[src/rtl/fixed_multiplier.sv]
// Iterative shift-add multiply-accumulate: Product = inQuotient * inDivisor + inRemainder, one multiplier bit per clock.
// Define FIXED_MULT_OVF_CHECK_EN to register Overflow at completion; otherwise Overflow is tied low.
module fixed_multiplier #(
  parameter int QW = 32,
  parameter int DW = 16
) (
  input  logic               clock,
  input  logic               reset_n,
  input  logic               start,
  input  logic [QW-1:0]      inQuotient,
  input  logic [DW-1:0]      inDivisor,
  input  logic [DW-1:0]      inRemainder,
  output logic               busy,
  output logic               done,
  output logic [QW+DW-1:0]   Product,
  output logic               Overflow
);

  localparam int PW = QW + DW;
  localparam int CW = $clog2(DW + 1);

  typedef enum logic [1:0] {
    S_IDLE,
    S_RUN,
    S_DONE
  } state_t;

  state_t          r_state;
  state_t          w_state_nxt;

  logic [PW-1:0]   r_mcand;
  logic [PW-1:0]   r_acc;
  logic [PW-1:0]   r_product;
  logic [DW-1:0]   r_mplier;
  logic [CW-1:0]   r_count;

  logic            w_accept;
  logic            w_last;
  logic [PW-1:0]   w_acc_nxt;

  // A start in RUN is dropped, not queued.
  assign w_accept  = start && (r_state != S_RUN);
  assign w_last    = (r_state == S_RUN) && (r_count == CW'(DW - 1));
  assign w_acc_nxt = r_mplier[0] ? (r_acc + r_mcand) : r_acc;

  always_ff @(posedge clock or negedge reset_n) begin
    if (!reset_n) begin
      r_state <= S_IDLE;
    end else begin
      r_state <= w_state_nxt;
    end
  end

  always_comb begin
    w_state_nxt = r_state;
    case (r_state)
      S_IDLE:  if (start)  w_state_nxt = S_RUN;
      S_RUN:   if (w_last) w_state_nxt = S_DONE;
      S_DONE:  if (start)  w_state_nxt = S_RUN;
      default: w_state_nxt = S_IDLE;
    endcase
  end

  always_ff @(posedge clock or negedge reset_n) begin
    if (!reset_n) begin
      r_mcand   <= '0;
      r_acc     <= '0;
      r_product <= '0;
      r_mplier  <= '0;
      r_count   <= '0;
    end else if (w_accept) begin
      r_mcand   <= PW'(inQuotient);
      r_mplier  <= inDivisor;
      r_acc     <= PW'(inRemainder);
      r_count   <= '0;
    end else if (r_state == S_RUN) begin
      r_acc     <= w_acc_nxt;
      r_mcand   <= r_mcand << 1;
      r_mplier  <= r_mplier >> 1;
      r_count   <= r_count + CW'(1);
      // Product only moves at completion so it holds the previous result while iterating.
      if (w_last) begin
        r_product <= w_acc_nxt;
      end
    end
  end

  assign busy    = (r_state == S_RUN);
  assign done    = (r_state == S_DONE);
  assign Product = r_product;

`ifdef FIXED_MULT_OVF_CHECK_EN
  logic r_ovf;

  always_ff @(posedge clock or negedge reset_n) begin
    if (!reset_n) begin
      r_ovf <= 1'b0;
    end else if (w_accept) begin
      r_ovf <= 1'b0;
    end else if (w_last) begin
      r_ovf <= |w_acc_nxt[PW-1:QW];
    end
  end

  assign Overflow = r_ovf;
`else
  assign Overflow = 1'b0;
`endif

endmodule

[config.mk]
export PLATFORM = sky130hd
export DESIGN_NAME = fixed_multiplier
export DESIGN_NICKNAME = d
export VERILOG_FILES = /design/src/rtl/fixed_multiplier.sv
export SDC_FILE = /design/constraint.sdc
export NUM_CORES = 1
export LEC_CHECK = 0
export CORE_ASPECT_RATIO = 0.7
export CORE_MARGIN = 2
export CORE_UTILIZATION = 30
export CTS_CLUSTER_DIAMETER = 150
export DETAILED_ROUTE_END_ITERATION = 16
export PLACE_DENSITY = 0.46
export SLEW_MARGIN = 30
export SYNTH_ARGS = -nofsm -noshare
export SYNTH_HDL_FRONTEND = slang
export SYNTH_SLANG_ARGS = --single-unit
[constraint.sdc]
create_clock -name clock -period 5.35 [get_ports clock]
set_input_delay 1.07 -clock clock [delete_from_list [all_inputs] [get_ports clock]]
set_output_delay 1.07 -clock clock [all_outputs]
set_load 0.01 [all_outputs]
* After elaboration in Yosys (flattened, before gate mapping)
Cells that the tools add are included.
Word-level totals: register bits after elaboration 167, input port bits 67, output and inout bits 51, word-level logic and storage cells 34
Operators by class: add/sub/neg operators 2, equal/unequal tests 6, multiplexer cells 12, bitwise operators 1, reduce and logical (&&, ||, !) cells 7
Operator list (number):
- $mux W48 | 5
- $add A48 B48 Y48 | 1
- $mux W16 | 2
- $mux W5 | 2
- $ne A2 B1 Y1 const B | 3
- $add A5 B1 Y5 const B | 1
- $eq A5 B4 Y1 const B | 1
- $mux W2 | 2
- $pmux W2 S2 | 1
- $reduce_and A3 Y1 | 1
- $eq A2 B1 Y1 const B | 1
- $eq A2 B2 Y1 const B | 1
- $logic_and A1 B1 Y1 | 2
- $logic_not A2 Y1 | 1
- $reduce_and A2 Y1 | 1
- $reduce_bool A2 Y1 | 1
- $reduce_or A2 Y1 | 1
- $not A1 Y1 | 1

* Depth between registers and ports, before layout
depth after elaboration 4, mapped depth 13, mapped depth without buffers 13

* Least setup slack after synthesis
OpenSTA, ideal clock, no wires.
kind reg2reg, from register r_mcand[4], to register r_acc[47], library setup time 0.083 ns, data arrival time 2.644 ns, data required time 5.267 ns, path slack 2.624 ns, cell stages (with the launch flop) 12, buffers on the path 0, clock period less this slack 2.726 ns, path through dfrtp_1 ha_1 a21o_1 a31o_2 o21ai_0 a21oi_1 nor3_1 nor2_1 a21oi_1 mux2_2 or3_1 o21ai_0
Between the ends: word-level cells in the longest chain between the ends 4
RTL lines:
- from (decl) | line 31 | logic [PW-1:0] r_mcand;
- from (signal assigned) | line 72 | r_mcand <= PW'(inQuotient);
- from (signal assigned) | line 78 | r_mcand <= r_mcand << 1;
- $add A48 B48 Y48 | line 44 | assign w_acc_nxt = r_mplier[0] ? (r_acc + r_mcand) : r_acc;
- $mux W48 | line 44
- $mux W48 | line 76 | end else if (r_state == S_RUN) begin
- $mux W48 | line 71 | end else if (w_accept) begin
- to (signal assigned) | line 74 | r_acc <= PW'(inRemainder);
- to (signal assigned) | line 77 | r_acc <= w_acc_nxt;
- to (decl) | line 32 | logic [PW-1:0] r_acc;
Every way passes these cells. The select of a mux whose other input is x is not followed. A chain may end at the register's enable or synchronous reset.

* Final worst setup path
from register r_state[1], to output busy
Between the ends: word-level cells in the longest chain between the ends 1
RTL lines:
- from (decl) | line 28 | state_t r_state;
- from (signal assigned) | line 50 | r_state <= w_state_nxt;
- $eq A2 B1 Y1 | line 88 | assign busy = (r_state == S_RUN);
- to (decl) | line 13 | output logic busy,
Every way passes these cells.

==> impl_metrics.ini <==
[run_status]
run_status = finished clean

[die]
initial_core_utilization_pct = 30.6
fp.dieH_um = 156
die_outline_width_um = 221
placementRows = 55
die_area_mm2 = 0.0345
core-area_mm2 = 0.0324
top_level_port_count = 118

[global_routing]
via_count_of_the_first_global_routing_pass = 8089
grt_overflow_total = 0
first_pass_grt_wire_length_um = 47000
grt_max_degree = 98
antenna_found_initial = 1
aggregate_global_route_resource_usage_pct = 17.4

[critical_path]
timing.critical_path.to_type = output port
cpMaxStageDelayCell = sky130_fd_sc_hd__inv_4
timing.reg2reg.worst_path_depth = 13
cp_max_fo = 78
critPathArrivalTime_ns = 2.88
crit_path_max_incr_delay_ns = 0.76
critPathRequiredTime_ns = 4.28
regToRegEndpoint = Product[40]$_DFFE_PN0P_
critical_path.startpoint_type = flop
worst-setup-path-type = reg -> out
r2r_setup_slack_ns = 1.88
cell_breakdown_of_the_critical_path = nand2b_1 > inv_4 > clkdlybuf4s50_1
reg_to_reg_start = r_mcand[0]$_DFFE_PN0P_

[layout]
final_area_mm2 = 0.0120
layout-drive-gt1-share_pct = 4.80
flow.area_growth_from_synthesis_pct = 20.7
antennaDiodeCount = 0
layout.nets = 1292

[min_path]
min_path_type = reg -> reg
timing.hold.worst.start = Product[21]$_DFFE_PN0P_
hold-path-endpoint = Product[21]$_DFFE_PN0P_
worst_hold_path.num_cells = 2

[yosys]
post_synthesis_net_count = 1217
yosys.cell_types.count = 64
synth_top_flop_cell = sky130_fd_sc_hd__dfrtp_1
synth_edf_count = 0
seq_area_frac_synth_pct = 42.2
synthesis.instances = 1100
syn-mean-instance-area_um2 = 9.01
synth_warnings = 0
synth-seq-cells = 167
ys_async_sr_fraction_pct = 100
post_synth_instance_area_mm2 = 0.00991

[drt]
routed_wirelength_um = 29000
1st_pass_router_iterations = 5
post_drt_wl_per_cell_um = 18.0
drt_first_iter_violations = 434
antenna_violating_nets_post_route = 0
post_drt_via_cell_ratio = 5.10
drc = 0
dr_total_vias = 8228

[power_and_ir_drop]
ir_worst_vdd_mv = 0.235
power.static_leakage_uw = 0.00532
p_per_area_mw_per_mm2 = 661

[placed_design]
placement.io_buffers = 116
detailed_place.area_mm2 = 0.0114
place_hpwl_um = 20600
gp_congestion = 0.853

[clock_tree]
cts_tree = yes
cts.reportedPaths.clkPinSlew_ns = 0.07
cts_buffers = 17
numClockSinks = 167
maximum_clock_insertion_buffer_count = 2
post_cts_hold_buffer_count = 0
cts_setup_buffers = 0
clk-insertion-delay-late_ns = 0.45
ctsRootBufferMaster = sky130_fd_sc_hd__clkbuf_16
htree_levels = 4
number_of_gates_resized_after_cts = 0

[timing]
period_minus_slack_ns = 3.95
maxSlewViolCount = 0
max_clock_freq_ghz = 0.253
hold_viol = 0
setup_tns_ns = 0
post-route-period-util_pct = 73.8
finalSetupViolCount = 0
timing.clock.skew_ns = 0.00683
worst-slew-pin-transition_ns = 0.981
rsz_0062_raised_after_global_routing = false
relSlewSlack_pct = 34.5

[run]
max-cap-violations = 0
-- logic make-up after synthesis --
kind of cell	after synthesis	share of synthesized area, %
and+or+nand+nor	324	14.9
AOI/OAI and AO/OA	346	20.6
xor gates and xnor gates	44	3.89
other	1	0.0378
DFF	167	42.2
adders and majority gates	50	6.39
muxes	87	8.84
buffers and inverters	81	3.16
-- layer usage --
metal | share of wire [%] | GRT usage (%)
met4 | 0.80 | 3.99
met5 | 0.055 | 0
met1 | 54 | 26.5
met2 | 40 | 24.4
met3 | 5.3 | 4.41
-- worst max path at each step --
stage,start,endpoint,slack (ns),depth (start not counted)
after floorplan,r_mcand[4]$_DFFE_PN0P_,r_acc[47]$_DFFE_PN0P_,2.62,11
after global placement,r_state[1]$_DFFE_PN0P_,busy,1.93,3
after detailed placement,r_state[1]$_DFFE_PN0P_,busy,1.85,3
after CTS,r_state[1]$_DFFE_PN0P_,busy,1.36,3
after global routing,r_state[1]$_DFFE_PN0P_,busy,1.17,3
final,r_state[1]$_DFFE_PN0P_,busy,1.40,3
-- cell type report --
class / instances / area [um^2]
clock buffers: 22 / 464
clock inverters: 9 / 77.6
fillers: 3327 / 20400
inverters: 15 / 58.8
multi-input cells: 852 / 5450
flip-flops and latches: 167 / 4180
well taps: 427 / 534
repair buffers: 122 / 1200
-- synthesized netlist by cell type (3+ instances only) --
cell / count / area (um^2)
sky130_fd_sc_hd__nand2_1: 186 / 698
sky130_fd_sc_hd__nand2b_1: 10 / 62.6
sky130_fd_sc_hd__o21bai_1: 7 / 52.6
sky130_fd_sc_hd__nand3_1: 18 / 90.1
sky130_fd_sc_hd__inv_1: 14 / 52.6
sky130_fd_sc_hd__a211oi_1: 12 / 90.1
sky130_fd_sc_hd__o21ai_1: 3 / 15.0
sky130_fd_sc_hd__nor3_1: 9 / 45.0
sky130_fd_sc_hd__mux2_2: 4 / 45.0
sky130_fd_sc_hd__nor4_1: 5 / 31.3
sky130_fd_sc_hd__buf_2: 3 / 15.0
sky130_fd_sc_hd__nor3b_1: 7 / 52.6
sky130_fd_sc_hd__nor2_1: 35 / 131
sky130_fd_sc_hd__clkbuf_1: 57 / 214
sky130_fd_sc_hd__nor2b_1: 14 / 87.6
sky130_fd_sc_hd__a21oi_1: 78 / 390
sky130_fd_sc_hd__and2_1: 4 / 25.0
sky130_fd_sc_hd__a22o_1: 15 / 131
sky130_fd_sc_hd__nand4_1: 17 / 106
sky130_fd_sc_hd__ha_1: 49 / 613
sky130_fd_sc_hd__xnor2_1: 25 / 219
sky130_fd_sc_hd__buf_1: 4 / 15.0
sky130_fd_sc_hd__o22ai_1: 7 / 43.8
sky130_fd_sc_hd__a21boi_0: 3 / 22.5
sky130_fd_sc_hd__mux2i_1: 83 / 831
sky130_fd_sc_hd__o21ai_0: 158 / 791
sky130_fd_sc_hd__and3_1: 4 / 25.0
sky130_fd_sc_hd__or3_1: 4 / 25.0
sky130_fd_sc_hd__o21a_1: 5 / 37.5
sky130_fd_sc_hd__dfrtp_1: 167 / 4180
sky130_fd_sc_hd__a21o_1: 28 / 210
sky130_fd_sc_hd__xor2_1: 19 / 166
sky130_fd_sc_hd__a31oi_1: 8 / 50.1
-- state kept, by name, summed over array words and instances, names as in the netlist --
signal,flops
r_state,2
Product,48
r_count,5
r_acc,48
r_mcand,48
r_mplier,16
-- metrics by stage --
stage / util, % / hold slack [ns] / power [uW] / cells / worst slack, ns
6_report: 36.9 / 0.478 / 7910 / 1614 / 1.40
4_1_cts: 36.9 / 0.484 / 7980 / 1614 / 1.36
2_1_floorplan: - / 0.443 / 5240 / 1100 / 2.62
3_5_place_dp: 35.2 / 0.464 / 6740 / 1583 / 1.85
3_3_place_gp: 35.2 / 0.462 / 6730 / 1583 / 1.93
5_1_grt: 36.9 / 0.493 / 8650 / 1614 / 1.17
-- where the power goes --
part           total [uW]  internal, uW  switching (uW)
clock                1190           658             531
combinational        4380          1810            2580
sequential           2340          1860             488
-- critical path, delay by kind of cell, from the launching register on --
kind	cells	cell delay (ns)
buffers and inverters	2	1.46
and+or+nand+nor	1	0.56
DFF	1	0.37
-- cells in the final DEF (no fill, tap or decap), types with 3 or more instances in the layout --
cell / synthesis / routed
sky130_fd_sc_hd__a211oi_1: 12 / 12
sky130_fd_sc_hd__a21boi_0: 3 / 3
sky130_fd_sc_hd__a21o_1: 28 / 28
sky130_fd_sc_hd__a21oi_1: 78 / 77
sky130_fd_sc_hd__a22o_1: 15 / 15
sky130_fd_sc_hd__a31oi_1: 8 / 8
sky130_fd_sc_hd__and2_1: 4 / 4
sky130_fd_sc_hd__and3_1: 4 / 4
sky130_fd_sc_hd__buf_4: 1 / 7
sky130_fd_sc_hd__clkbuf_1: 57 / 3
sky130_fd_sc_hd__clkbuf_16: 0 / 17
sky130_fd_sc_hd__clkdlybuf4s50_1: 0 / 114
sky130_fd_sc_hd__clkinv_2: 0 / 5
sky130_fd_sc_hd__clkinvlp_4: 0 / 3
sky130_fd_sc_hd__dfrtp_1: 167 / 166
sky130_fd_sc_hd__ha_1: 49 / 49
sky130_fd_sc_hd__inv_1: 14 / 13
sky130_fd_sc_hd__mux2_2: 4 / 4
sky130_fd_sc_hd__mux2i_1: 83 / 83
sky130_fd_sc_hd__nand2_1: 186 / 185
sky130_fd_sc_hd__nand2b_1: 10 / 10
sky130_fd_sc_hd__nand3_1: 18 / 18
sky130_fd_sc_hd__nand4_1: 17 / 17
sky130_fd_sc_hd__nor2_1: 35 / 35
sky130_fd_sc_hd__nor2b_1: 14 / 14
sky130_fd_sc_hd__nor3_1: 9 / 9
sky130_fd_sc_hd__nor3b_1: 7 / 7
sky130_fd_sc_hd__nor4_1: 5 / 5
sky130_fd_sc_hd__o21a_1: 5 / 5
sky130_fd_sc_hd__o21ai_0: 158 / 158
sky130_fd_sc_hd__o21ai_1: 3 / 3
sky130_fd_sc_hd__o21bai_1: 7 / 7
sky130_fd_sc_hd__o22ai_1: 7 / 7
sky130_fd_sc_hd__or3_1: 4 / 4
sky130_fd_sc_hd__xnor2_1: 25 / 25
sky130_fd_sc_hd__xor2_1: 19 / 19
Power figures use the tool's default switching activity.
